### src/rtl/llc_bus_sequencer.sv
// llc_bus_sequencer: round-robin arbiter plus transaction sequencer that
// carries LLC fill/writeback/invalidate requests across the shared bus.
module llc_bus_sequencer #(
  parameter int NUM_REQ       = 3,
  parameter int CACHE_ID      = 0,
  parameter int SNOOP_TIMEOUT = 8,
  parameter int RETRY_DELAY   = 4,
  parameter int MAX_RETRY     = 3
) (
  input  logic                  clk,
  input  logic                  rst,
  input  logic [NUM_REQ-1:0]    req_valid,
  input  logic [3*NUM_REQ-1:0]  req_op,
  input  logic [32*NUM_REQ-1:0] req_addr,
  output logic [NUM_REQ-1:0]    req_ready,
  output logic [NUM_REQ-1:0]    rsp_valid,
  output logic [1:0]            rsp_snoop,
  output logic                  rsp_err,
  output logic                  bus_valid,
  output logic [2:0]            bus_op,
  output logic [31:0]           bus_addr,
  output logic [3:0]            bus_cache_id,
  input  logic                  snoop_valid,
  input  logic [1:0]            snoop_result,
  input  logic                  bus_data_done,
  output logic                  busy,
  output logic [31:0]           cnt_read,
  output logic [31:0]           cnt_write
);

  localparam logic [2:0] OP_READ  = 3'd1;
  localparam logic [2:0] OP_WRITE = 3'd2;
  localparam logic [2:0] OP_RWIM  = 3'd3;
  localparam logic [2:0] OP_INV   = 3'd4;
  localparam logic [1:0] SNP_NOHIT = 2'b00;
  localparam logic [1:0] SNP_HITM  = 2'b10;

  localparam int GW   = $clog2(NUM_REQ);
  localparam int TMAX = (SNOOP_TIMEOUT > RETRY_DELAY) ? SNOOP_TIMEOUT : RETRY_DELAY;
  localparam int TW   = $clog2(TMAX + 1);
  localparam int RW   = $clog2(MAX_RETRY + 2);

  typedef enum logic [2:0] {
    S_IDLE,
    S_ISSUE,
    S_SNOOP,
    S_BACKOFF,
    S_DATA,
    S_DONE
  } state_e;

  state_e          state_q, state_d;
  logic [GW-1:0]   ptr_q, ptr_d;
  logic [GW-1:0]   gnt_q, gnt_d;
  logic [2:0]      op_q, op_d;
  logic [31:0]     addr_q, addr_d;
  logic [RW-1:0]   retry_q, retry_d;
  logic [1:0]      snp_q, snp_d;
  logic            err_q, err_d;
  logic [TW-1:0]   tmr_q, tmr_d;
  logic [31:0]     cnt_read_q, cnt_read_d;
  logic [31:0]     cnt_write_q, cnt_write_d;

  logic [2:0]      op_arr   [NUM_REQ];
  logic [31:0]     addr_arr [NUM_REQ];
  logic            arb_hit;
  logic [GW-1:0]   arb_idx;
  logic [GW-1:0]   arb_cand;
  logic [2:0]      new_op;
  logic            new_legal;
  logic [1:0]      snp_now;
  logic            snp_end;
  logic            can_retry;

  for (genvar k = 0; k < NUM_REQ; k++) begin : g_unpack
    assign op_arr[k]   = req_op[3*k +: 3];
    assign addr_arr[k] = req_addr[32*k +: 32];
  end

  // Scan downward so the lowest offset from the pointer wins.
  always_comb begin
    arb_hit  = 1'b0;
    arb_idx  = '0;
    arb_cand = '0;
    for (int k = NUM_REQ - 1; k >= 0; k--) begin
      arb_cand = GW'((int'(ptr_q) + k) % NUM_REQ);
      if (req_valid[arb_cand]) begin
        arb_hit = 1'b1;
        arb_idx = arb_cand;
      end
    end
  end

  always_comb begin
    state_d     = state_q;
    ptr_d       = ptr_q;
    gnt_d       = gnt_q;
    op_d        = op_q;
    addr_d      = addr_q;
    retry_d     = retry_q;
    snp_d       = snp_q;
    err_d       = err_q;
    tmr_d       = tmr_q;
    cnt_read_d  = cnt_read_q;
    cnt_write_d = cnt_write_q;
    req_ready    = '0;
    rsp_valid    = '0;
    rsp_snoop    = '0;
    rsp_err      = 1'b0;
    bus_valid    = 1'b0;
    bus_op       = '0;
    bus_addr     = '0;
    bus_cache_id = '0;
    new_op    = op_arr[arb_idx];
    new_legal = (new_op != 3'd0) && (new_op <= OP_INV);
    // Reserved code 11 and a timeout both collapse to NOHIT.
    snp_now   = (snoop_valid && snoop_result != 2'b11) ? snoop_result : SNP_NOHIT;
    snp_end   = snoop_valid || (tmr_q == TW'(SNOOP_TIMEOUT - 1));
    can_retry = (op_q == OP_READ) || (op_q == OP_RWIM);
    unique case (state_q)
      S_IDLE: begin
        if (arb_hit) begin
          req_ready[arb_idx] = 1'b1;
          ptr_d   = (arb_idx == GW'(NUM_REQ - 1)) ? '0 : arb_idx + GW'(1);
          gnt_d   = arb_idx;
          op_d    = new_op;
          addr_d  = addr_arr[arb_idx];
          retry_d = '0;
          snp_d   = SNP_NOHIT;
          err_d   = !new_legal;
          state_d = new_legal ? S_ISSUE : S_DONE;
        end
      end
      S_ISSUE: begin
        bus_valid    = 1'b1;
        bus_op       = op_q;
        bus_addr     = addr_q;
        bus_cache_id = 4'(CACHE_ID);
        tmr_d        = '0;
        state_d      = S_SNOOP;
      end
      S_SNOOP: begin
        tmr_d = tmr_q + 1'b1;
        if (snp_end) begin
          tmr_d = '0;
          snp_d = snp_now;
          if (snp_now == SNP_HITM && can_retry) begin
            if (retry_q < RW'(MAX_RETRY)) begin
              retry_d = retry_q + 1'b1;
              state_d = S_BACKOFF;
            end else begin
              err_d   = 1'b1;
              state_d = S_DONE;
            end
          end else if (op_q == OP_INV) begin
            state_d = S_DONE;
          end else begin
            state_d = S_DATA;
          end
        end
      end
      S_BACKOFF: begin
        tmr_d = tmr_q + 1'b1;
        if (tmr_q == TW'(RETRY_DELAY - 1)) begin
          tmr_d   = '0;
          state_d = S_ISSUE;
        end
      end
      S_DATA: begin
        if (bus_data_done) state_d = S_DONE;
      end
      S_DONE: begin
        rsp_valid[gnt_q] = 1'b1;
        rsp_snoop = snp_q;
        rsp_err   = err_q;
        if (!err_q && op_q == OP_READ && cnt_read_q != '1)
          cnt_read_d = cnt_read_q + 32'd1;
        if (!err_q && op_q == OP_WRITE && cnt_write_q != '1)
          cnt_write_d = cnt_write_q + 32'd1;
        state_d = S_IDLE;
      end
      default: state_d = S_IDLE;
    endcase
  end

  always_ff @(posedge clk) begin
    if (rst) begin
      state_q     <= S_IDLE;
      ptr_q       <= '0;
      gnt_q       <= '0;
      op_q        <= '0;
      addr_q      <= '0;
      retry_q     <= '0;
      snp_q       <= SNP_NOHIT;
      err_q       <= 1'b0;
      tmr_q       <= '0;
      cnt_read_q  <= '0;
      cnt_write_q <= '0;
    end else begin
      state_q     <= state_d;
      ptr_q       <= ptr_d;
      gnt_q       <= gnt_d;
      op_q        <= op_d;
      addr_q      <= addr_d;
      retry_q     <= retry_d;
      snp_q       <= snp_d;
      err_q       <= err_d;
      tmr_q       <= tmr_d;
      cnt_read_q  <= cnt_read_d;
      cnt_write_q <= cnt_write_d;
    end
  end

  assign busy      = (state_q != S_IDLE);
  assign cnt_read  = cnt_read_q;
  assign cnt_write = cnt_write_q;

endmodule

### config.mk
export PLATFORM = sky130hd
export DESIGN_NAME = llc_bus_sequencer
export DESIGN_NICKNAME = d
export VERILOG_FILES = /design/src/rtl/llc_bus_sequencer.sv
export SDC_FILE = /design/constraint.sdc
export NUM_CORES = 1
export LEC_CHECK = 0
export ABC_CLOCK_PERIOD_IN_PS = 2800
export BUFFER_PORTS_ARGS = -buffer_cell sky130_fd_sc_hd__buf_2
export CAP_MARGIN = 40
export CORE_MARGIN = 2
export CORE_UTILIZATION = 50
export CTS_CLUSTER_DIAMETER = 200
export DETAILED_ROUTE_END_ITERATION = 10
export GPL_ROUTABILITY_DRIVEN = 0
export PLACE_DENSITY = 0.85
export SLEW_MARGIN = 20
export SYNTH_ARGS = -nofsm -noshare
export SYNTH_HDL_FRONTEND = slang
export SYNTH_SLANG_ARGS = --single-unit
### constraint.sdc
create_clock -name clk -period 2.8 [get_ports clk]
set_clock_uncertainty 0.05 [all_clocks]
set_input_delay 0.14 -clock clk [delete_from_list [all_inputs] [get_ports clk]]
set_output_delay 0.14 -clock clk [all_outputs]
set_load 0.05 [all_outputs]
==> impl_metrics.yaml, run 1 <==
status:
  run_status: "finished, final reports clean"
routing:
  routed_wl_mm: 17.9
  vias: 6504
  wl_per_cell_um: 14.8
  detail_route.vias_per_cell: 5.39
  detail-route-antenna-nets: 0
  drc_errors: 0
  detailed_routing_iterations_pass_1: 5
  first_iter_violations: 510
synth:
  synth_top_cells_by_area: "sky130_fd_sc_hd__dfxtp_1, sky130_fd_sc_hd__nand2_1, sky130_fd_sc_hd__mux2i_1"
  synth-edff-count: 0
  yosysUniqueCellTypes: 60
  post_synth_top_area_share_pct: 36.8
  postSynthRegisterBits: 116
  syn_inst: 788
  dominantRegCellSynth: "sky130_fd_sc_hd__dfxtp_1"
  synth_seq_area_share_pct: 36.8
  postSynthAreaPerCell_um2: 8.01
  postSynth.asyncResetShare_pct: 0
  synth.yosys.warnings: 0
  synthDominantAreaCellType: "sky130_fd_sc_hd__dfxtp_1"
  post_synth_instance_area_um2: 6310
finish:
  mostFrequentLayoutCells: "sky130_fd_sc_hd__buf_2, sky130_fd_sc_hd__dfxtp_1, sky130_fd_sc_hd__nand2_1"
  layoutNonFillerInstCount: 1206
  utilization_pct: 67.9
  nNetsFinal: 1148
  num_antenna_cells: 0
  layout_commonest_cell: "sky130_fd_sc_hd__buf_2"
  layout-drive-gt1-share_pct: 28.0
  area_delta_synth_final_pct: 34.0
clock_network:
  worstSkewPairLatency_ps: 420
  clkSlewWorstSetupHoldPaths_ps: 50
  cts_root_buffer: "sky130_fd_sc_hd__clkbuf_16"
  clockBufferDepth: 2
  cts_htree_levels: 4
  cts_tree: "built"
  cts.sink_count: 116
  cts_buffers: 17
grt:
  grt_pass1_vias: 6174
  grt_overflow_total: 0
  grt_start_max_net_pins: 64
  antenna_found_initial: 0
  grt_pass1_wl_mm: 28.4
  grt.total_usage_pct: 26.4
critical_path:
  critPathKind: "reg2out"
  startpoint_type: "flop"
  cp_data_required_time_ps: 2610
  critPathCaptureType: "primary output"
  arrival_ps: 2600
  critical_path.max_fanout: 8
  r2r.worst_path.cells: 11
placement:
  detailed_placement_hpwl_mm: 11.9
  post-place-ws_ps: 150
  dp.cells: 1149
  numPortBuffers: 223
power_and_ir_drop:
  power.density_nw_per_um2: 849
  worst_vdd_ir_v: 0.000537
  leakagePower_nw: 3.77
  final_total_power_w: 0.00719
floorplan:
  row_count: 41
  fp.dieH_um: 116
  start_util_pct: 50.7
  coreArea_um2: 12500
  num_io_pins: 228
  floorplan.die.width_um: 116
  die_area_um2: 13500
run:
  drv_cap: 0
timing:
  final-hold-violation-count: 0
  fin_crit_ps: 2790
  timing.final.setup_violations: 0
  slew_headroom_pct: 54.2
  worst_slack_ps: 7.48
  fin_crit_share_pct: 99.7
  final_max_slew_viol_count: 0
  final.hold.worst_slack_ps: 18.3
  fmax_mhz: 358
  least_margin_pin_slew_ps: 688
worst_hold_path:
  hold_depth: 3
  hold_path_class: "in2reg"
-- kinds of logic after synthesis --
logic type                 count (synthesis)  synth area share, %
AOI/OAI and AO/OA                        146                 14.9
xor gates and xnor gates                  53                 7.35
adders and majority gates                  7                 1.39
buffers and inverters                     64                 4.42
DFF                                      116                 36.8
muxes                                     42                 6.72
other                                      1               0.0594
and+or+nand+nor                          359                 28.4
-- registers in the layout, indices dropped and copies added, names as in the netlist --
| name | flops |
|---|---|
| addr_q | 32 |
| ptr_q | 2 |
| err_q | 1 |
| cnt_write | 32 |
| snp_q | 2 |
| state_q | 3 |
| cnt_read | 32 |
| tmr_q | 4 |
| op_q | 3 |
| gnt_q | 2 |
| retry_q | 3 |
-- layout make-up --
class                           instances  area (um^2)
Fill cell                            1020         4010
Multi-Input combinational cell        611         3790
Sequential cell                       116         2320
Timing Repair Buffer                  267         1590
Clock buffer                           26          489
Tap cell                              172          215
Inverter                               14         52.6
-- metrics by stage --
step                      TNS, ps  area, um^2
after floorplan                 0        6330
after global placement          0        7600
after detailed placement        0        7600
after CTS                       0        8440
after global routing        -40.2        8460
final                           0        8460
-- synthesized netlist by cell type (3+ instances only) --
cell / instances
sky130_fd_sc_hd__nor2_1: 92
sky130_fd_sc_hd__a31oi_1: 5
sky130_fd_sc_hd__nand2b_1: 5
sky130_fd_sc_hd__nor3_1: 14
sky130_fd_sc_hd__nand2_1: 110
sky130_fd_sc_hd__xnor2_1: 19
sky130_fd_sc_hd__a21o_1: 3
sky130_fd_sc_hd__mux2i_1: 39
sky130_fd_sc_hd__o211ai_1: 35
sky130_fd_sc_hd__buf_1: 3
sky130_fd_sc_hd__buf_2: 4
sky130_fd_sc_hd__and2_1: 40
sky130_fd_sc_hd__and3_1: 13
sky130_fd_sc_hd__inv_1: 14
sky130_fd_sc_hd__xor2_1: 34
sky130_fd_sc_hd__mux2_2: 3
sky130_fd_sc_hd__a211oi_1: 4
sky130_fd_sc_hd__o21ai_0: 16
sky130_fd_sc_hd__or3_1: 11
sky130_fd_sc_hd__clkbuf_1: 35
sky130_fd_sc_hd__nor3b_1: 3
sky130_fd_sc_hd__dfxtp_1: 116
sky130_fd_sc_hd__a21oi_1: 63
sky130_fd_sc_hd__ha_1: 7
sky130_fd_sc_hd__nand4_1: 14
sky130_fd_sc_hd__buf_4: 7
sky130_fd_sc_hd__nor2b_1: 7
sky130_fd_sc_hd__and4_1: 11
sky130_fd_sc_hd__nand3_1: 23
-- worst max-delay path, stage by stage (launching register included) --
cell and delay [ps]:
sky130_fd_sc_hd__dfxtp_2 340, sky130_fd_sc_hd__inv_2 50, sky130_fd_sc_hd__ha_4 290, sky130_fd_sc_hd__buf_6 130, sky130_fd_sc_hd__mux2i_1 210, sky130_fd_sc_hd__o22ai_2 130
sky130_fd_sc_hd__or3b_2 470, sky130_fd_sc_hd__a21o_1 190, sky130_fd_sc_hd__nor2_2 170, sky130_fd_sc_hd__buf_6 180
-- where the power goes --
part / leakage (nW) / internal [W] / switching [W]
sequential: 0.943 / 0.00197 / 0.000209
combinational: 2.58 / 0.00119 / 0.00198
clock: 0.238 / 0.00117 / 0.000674
-- metal layers --
| layer | part of all wire [%] | global-route usage [%] | wire (um) | up-vias |
|---|---|---|---|---|
| met5 | 0 | 0 | 0 | - |
| met4 | 3.5 | 12.8 | 624 | 0 |
| met3 | 6.6 | 7.16 | 1180 | 54 |
| met2 | 50 | 45.5 | 8890 | 284 |
| met1 | 40 | 30.3 | 7210 | 2954 |
| li1 | - | - | - | 3212 |
-- final timing paths --
kind	startpoint	endpoint	slack, ps
min reg2reg	addr_q[23]$_SDFFE_PP0P_	addr_q[23]$_SDFFE_PP0P_	400
max reg2reg	ptr_q[0]$_SDFFE_PP0P_	err_q$_SDFFE_PP0P_	130
max	ptr_q[0]$_SDFFE_PP0P_	req_ready[1]	7
min	req_op[6]	op_q[0]$_SDFFE_PP0P_	20
-- timing repair --
action | 4_1_cts | 5_1_grt
hold buffers | 25 | 0
resized for setup | 11 | 6
endpoints found under the hold margin | 25 | 0
setup buffers | 2 | 2
pin swaps | 2 | 5
gates cloned | 2 | 0
endpoints found under the setup margin | 3 | 4
No activity file was read; power rests on OpenSTA's default activity.
==> inputs of run 2 (changes only) <==
- CAP_MARGIN: 40 -> 10
- SETUP_SLACK_MARGIN: unset -> 0.4
- TNS_END_PERCENT: unset -> 10
==> run 2 against run 1 <==
  * Non-clock buffer count rose by 39
  * Sequential share of layout area fell by 1.8 points
  * Setup slack better by 190 ps
  * Fmax is 7.1% higher
  * Worst hold slack got worse by 8.2 ps
  * Via count up 7.0%
  * Wire length grew 13%
  * Critical endpoint is now err_q$_SDFFE_PP0P_
  * Highest routed layer unchanged
==> impl_metrics.yaml, run 2 (same netlist as run 1, synthesis figures left out) <==
grt:
  gr-max-usage-layer: "met2"
  grt_overflow_total: 0
  grt_pass1_wl_mm: 30.2
  antenna_found_initial: 0
  grt.total_usage_pct: 28.1
  grt_util_met3_pct: 7.94
  grt_pass1_vias: 6427
  grt_util_met2_pct: 47.9
  grt_start_max_net_pins: 74
  globalRouteMet1Util_pct: 31.8
critical_path:
  worst_r2r_startpoint: "ptr_q[0]$_SDFFE_PP0P_"
  critPathCaptureType: "flop"
  critPathMaxStageDelay_ps: 350
  cp_data_required_time_ps: 3000
  r2r.worst_path.cells: 14
  startpoint_type: "flop"
  critPathKind: "reg2reg"
  path_delay_family: "buffers and inverters"
  timing.critical_path.cells: "inv_2 > ha_4 > and3b_1 > a21oi_2 > buf_6 > o211ai_1 > o211ai_1 > buf_4 > buf_6 > buf_8 > buf_4 > mux2i_4 > xnor2_2 > a211oi_2"
  timing.critical_path.buf_inv: 6
  critical_path.reg2reg.endpoint: "err_q$_SDFFE_PP0P_"
  crit_cells: 14
  arrival_ps: 2810
  critPathSlowestCell: "sky130_fd_sc_hd__dfxtp_2"
  critical_path.max_fanout: 7
  register_to_register_setup_slack_ps: 190
timing:
  worst_slack_ps: 193
  fin_crit_ps: 2610
  timing.final.setup_violations: 0
  setup_total_negative_slack_ps: 0
  final_max_slew_viol_count: 0
  fin_crit_share_pct: 93.1
  setup_repair_after_global_routing_missed_its_margin: "yes"
  least_margin_pin_slew_ps: 802
  final-hold-violation-count: 0
  slew_headroom_pct: 46.6
  final.hold.worst_slack_ps: 10.1
  fmax_mhz: 384
clock_network:
  cts_root_buffer: "sky130_fd_sc_hd__clkbuf_16"
  cts_buffers: 17
  clockBufferDepth: 2
  worstSkewPairLatency_ps: 410
  cts_tree: "built"
  clkSlewWorstSetupHoldPaths_ps: 50
  cts_htree_levels: 4
  cts.sink_count: 116
routing:
  wl_per_cell_um: 16.2
  drc_errors: 0
  first_iter_violations: 599
  vias: 6959
  routed_wl_mm: 20.2
  detail-route-antenna-nets: 0
  detailed_routing_iterations_pass_1: 5
  detail_route.vias_per_cell: 5.58
power_and_ir_drop:
  leakagePower_nw: 4.09
  worst_vdd_ir_v: 0.000614
  power.density_nw_per_um2: 901
floorplan:
  floorplan.die.width_um: 116
  coreArea_um2: 12500
  row_count: 41
  fp.dieH_um: 116
  num_io_pins: 228
  start_util_pct: 50.7
  die_area_um2: 13500
finish:
  final.fill_count: 894
  nNetsFinal: 1187
  layout_commonest_cell: "sky130_fd_sc_hd__buf_2"
  utilization_pct: 73.0
  final-seq-area_um2: 2340
  layout-drive-gt1-share_pct: 32.8
  area_delta_synth_final_pct: 44.1
  mostFrequentLayoutCells: "sky130_fd_sc_hd__buf_2, sky130_fd_sc_hd__nand2_1, sky130_fd_sc_hd__dfxtp_1"
  num_antenna_cells: 0
  multi_input_comb_area_um2: 3930
  fin_area_um2: 9100
placement:
  detailed_placement_hpwl_mm: 12.3
  numPortBuffers: 223
  post-place-ws_ps: 94.4
  postPlaceCellArea_um2: 7660
worst_hold_path:
  hold-path-endpoint: "addr_q[30]$_SDFFE_PP0P_"
  hold_depth: 3
  hold_path_class: "in2reg"
  worst_hold_startpoint: "req_addr[94]"
status:
  run_status: "finished, final reports clean"
run:
  drv_cap: 0
-- run 2: cell types whose count changed in the layout (fill, tap and decap cells not counted), moves of 4 or more --
cell | before | now
sky130_fd_sc_hd__buf_4 | 13 | 37
sky130_fd_sc_hd__buf_8 | 0 | 6
sky130_fd_sc_hd__clkinv_2 | 0 | 4
sky130_fd_sc_hd__dfxtp_1 | 114 | 108
sky130_fd_sc_hd__dfxtp_2 | 2 | 6
-- run 2: area by class of cell --
class	count	share of cell area (%)
clock buffer	24	5.40
clock inverter	5	0.302
inverter	14	0.577
multi-input combinational	611	43.1
sequential	116	25.7
tap	172	2.36
timing repair buffer	306	22.5
-- run 2: metrics by stage --
step	instances	total power (W)
finish	1248	0.00820
global route	1248	0.00860
CTS	1234	0.00778
detailed placement	1153	0.00523
global placement	1153	0.00517
floorplan	791	0.00438
-- run 2: power breakdown --
group	switching (W)	internal (W)	leakage (nW)
combinational	0.00235	0.00176	2.89
sequential	0.000210	0.00198	0.946
clock	0.000708	0.00120	0.258
total	0.00326	0.00494	4.09
-- run 2: how the worst max path moves through the flow --
stage,startpoint,to,slack (ps)
2_1_floorplan,ptr_q[0]$_SDFFE_PP0P_,addr_q[0]$_SDFFE_PP0P_,310
3_3_place_gp,ptr_q[0]$_SDFFE_PP0P_,addr_q[23]$_SDFFE_PP0P_,210
3_5_place_dp,ptr_q[0]$_SDFFE_PP0P_,addr_q[11]$_SDFFE_PP0P_,90
4_1_cts,state_q[0]$_SDFFE_PP0P_,cnt_write[17]$_SDFFE_PP0P_,260
5_1_grt,ptr_q[0]$_SDFFE_PP0P_,err_q$_SDFFE_PP0P_,140
6_report,ptr_q[0]$_SDFFE_PP0P_,err_q$_SDFFE_PP0P_,190
-- run 2: repair_timing --
item / in CTS / in global routing
hold buffers: 28 / 0
hold endpoints to repair: 28 / 0
setup buffers: 21 / 11
pin swaps: 12 / 16
setup endpoints to repair: 71 / 88
cloned: 3 / 3
resized for setup: 43 / 24
-- run 2: worst register-to-register path, stage by stage (launching register included) --
cell,delay [ps]
sky130_fd_sc_hd__dfxtp_2,350
sky130_fd_sc_hd__inv_2,60
sky130_fd_sc_hd__ha_4,310
sky130_fd_sc_hd__and3b_1,190
sky130_fd_sc_hd__a21oi_2,50
sky130_fd_sc_hd__buf_6,140
sky130_fd_sc_hd__o211ai_1,110
sky130_fd_sc_hd__o211ai_1,120
sky130_fd_sc_hd__buf_4,170
sky130_fd_sc_hd__buf_6,120
sky130_fd_sc_hd__buf_8,120
sky130_fd_sc_hd__buf_4,140
sky130_fd_sc_hd__mux2i_4,180
sky130_fd_sc_hd__xnor2_2,240
sky130_fd_sc_hd__a211oi_2,110
-- run 2: metal layers --
layer / part of all wire (%) / wire [um] / vias up
met5: 0 / 0 / -
met4: 3.9 / 783 / 0
met3: 7.6 / 1530 / 69
met2: 50 / 10000 / 346
met1: 39 / 7870 / 3253
li1: - / - / 3291
==> inputs of run 3 (changes only) <==
- CELL_PAD_IN_SITES_DETAIL_PLACEMENT: unset -> 1
- CELL_PAD_IN_SITES_GLOBAL_PLACEMENT: unset -> 2
- CORE_UTILIZATION: 50 -> 28
- PLACE_DENSITY: 0.85 -> 0.86
==> run 3 against run 2 <==
  * First-iteration DRC count down 71%
  * Worst hold slack better by 1.1 ps
  * Power up 0.35%
  * Cell area up 0.48%
  * Non-clock buffer count down 14
  * Register-to-register slack better by 60 ps
  * Combinational power down 2%
  * Clock power up 7%
  * Sequential share of layout area down 0.16 points
  * Critical path depth down 6
  * Fmax about the same
  * Setup slack better by 1.1 ps
  * Critical path type is now reg2out
==> impl_metrics.yaml, run 3 (same netlist as run 1, synthesis figures left out) <==
grt:
  grt_pass1_wl_mm: 35.0
  grt_overflow_total: 0
  antenna_found_initial: 0
  grt.total_usage_pct: 18.1
  grt_pass1_vias: 6763
  grt_start_max_net_pins: 57
routing:
  wl_per_cell_um: 16.5
  routed_wl_mm: 22.2
  drc_errors: 0
  detail_route.vias_per_cell: 4.92
  detailed_routing_iterations_pass_1: 4
  detail-route-antenna-nets: 0
  vias: 6606
  first_iter_violations: 175
critical_path:
  critPathKind: "reg2out"
  timing.critical_path.buf_inv: 2
  critPathSlowestCell: "sky130_fd_sc_hd__or3b_4"
  critPathCaptureType: "primary output"
  cp_data_required_time_ps: 2610
  critical_path.max_fanout: 7
  arrival_ps: 2420
  startpoint_type: "flop"
  path_delay_family: "simple AND/OR/NAND/NOR gates"
  critPathMaxStageDelay_ps: 400
  timing.critical_path.cells: "inv_2 > ha_4 > mux2i_1 > o22ai_2 > or3b_4 > a21o_4 > nor2_4 > buf_6"
run:
  drv_cap: 0
finish:
  area_delta_synth_final_pct: 44.8
  layout-drive-gt1-share_pct: 33.5
  final.fill_count: 2693
  fin_area_um2: 9150
  num_antenna_cells: 0
  utilization_pct: 41.6
  nNetsFinal: 1173
  layout_commonest_cell: "sky130_fd_sc_hd__buf_2"
  multi_input_comb_area_um2: 3990
  final-seq-area_um2: 2330
  mostFrequentLayoutCells: "sky130_fd_sc_hd__buf_2, sky130_fd_sc_hd__nand2_1, sky130_fd_sc_hd__dfxtp_1"
power_and_ir_drop:
  p_sw_w: 0.00328
  power_report.internal_total_w: 0.00495
  combinationalPowerShare_pct: 48.7
  power.density_nw_per_um2: 900
  power.share.sequential_pct: 26.4
  final_total_power_w: 0.00823
  worst_vdd_ir_v: 0.000404
  p_clk_share_pct: 24.9
  leakagePower_nw: 4.01
  power.switching_fraction_pct: 39.8
timing:
  fin_crit_ps: 2610
  setup_total_negative_slack_ps: 0
  fmax_mhz: 384
  timing.final.setup_violations: 0
  fin_crit_share_pct: 93.1
  final-hold-violation-count: 0
  setup_repair_after_global_routing_missed_its_margin: "yes"
  final_max_slew_viol_count: 0
  least_margin_pin_slew_ps: 660
  slew_headroom_pct: 56.0
placement:
  postPlaceCellArea_um2: 7820
  detailed_placement_hpwl_mm: 15.1
  numPortBuffers: 223
status:
  run_status: "finished, final reports clean"
floorplan:
  floorplan.die.width_um: 154
  die_area_um2: 23800
  row_count: 54
  num_io_pins: 228
  start_util_pct: 28.8
  coreArea_um2: 22000
  fp.dieH_um: 154
clock_network:
  cts.sink_count: 116
  clockBufferDepth: 2
  cts_tree: "built"
  cts_buffers: 17
  cts_root_buffer: "sky130_fd_sc_hd__clkbuf_16"
  clkSlewWorstSetupHoldPaths_ps: 60
  cts_htree_levels: 4
  worstSkewPairLatency_ps: 410
worst_hold_path:
  hold_path_class: "in2reg"
-- run 3: cell count changes in the layout (fill, tap and decap cells not counted), sizes merged --
cell / previous run / this run
bufbuf: 1 / 0
buf: 273 / 269
clkbuf: 28 / 26
bufinv: 0 / 1
clkinvlp: 1 / 0
dlygate4sd3: 28 / 22
-- run 3: tightest hold or removal path, stage by stage --
cell and delay [ps]:
sky130_fd_sc_hd__buf_2 80, sky130_fd_sc_hd__o211ai_1 80, sky130_fd_sc_hd__a21oi_1 130
-- run 3: final timing paths --
| check | from | endpoint | slack (ps) | depth (start not counted) |
|---|---|---|---|---|
| min | req_addr[78] | addr_q[14]$_SDFFE_PP0P_ | 10 | 3 |
| min reg2reg | addr_q[13]$_SDFFE_PP0P_ | addr_q[13]$_SDFFE_PP0P_ | 400 | 2 |
| max reg2reg | ptr_q[0]$_SDFFE_PP0P_ | addr_q[23]$_SDFFE_PP0P_ | 250 | 13 |
| max | ptr_q[0]$_SDFFE_PP0P_ | req_ready[1] | 190 | 8 |
-- run 3: area by class of cell --
| type | instances | area share, % |
|---|---|---|
| timing repair buffer | 292 | 20.5 |
| tap | 280 | 3.83 |
| sequential | 116 | 25.5 |
| inverter | 14 | 0.575 |
| clock inverter | 5 | 0.547 |
| multi-input combinational | 611 | 43.6 |
| clock buffer | 25 | 5.42 |
-- run 3: power by group through the flow --
stage | clock, W | sequential, W | combinational, W
6_report | 0.00205 | 0.00218 | 0.00401
5_1_grt | 0.00219 | 0.00221 | 0.00432
4_1_cts | 0.00210 | 0.00217 | 0.00357
3_5_place_dp | 0 | 0.00220 | 0.00308
3_3_place_gp | 0 | 0.00219 | 0.00302
2_1_floorplan | 0 | 0.00212 | 0.00226
-- run 3: what timing repair did --
item,in CTS,in global routing
endpoints found under the setup margin,62,85
endpoints found under the hold margin,22,0
hold buffers,22,0
gates resized for setup,30,40
gates cloned,1,1
pin swaps,9,6
setup buffers,15,10
-- run 3: stage by stage --
step                worst slack (ps)  instances  hold slack, ps
floorplan                        307        791             296
global placement                 170       1264             388
detailed placement              43.1       1264             395
CTS                              303       1332            1.08
global route                     101       1343            10.0
finish                           194       1343            11.2
-- run 3: per-layer routing --
layer	part of all wire (%)	wire length [um]	vias up	GRT usage, %
met3	5.8	1300	23	4.85
met2	49	11000	170	31.8
met1	43	9580	3164	21.7
met5	0	0	-	0
li1	-	-	3249	-
met4	1.4	316	0	4.98
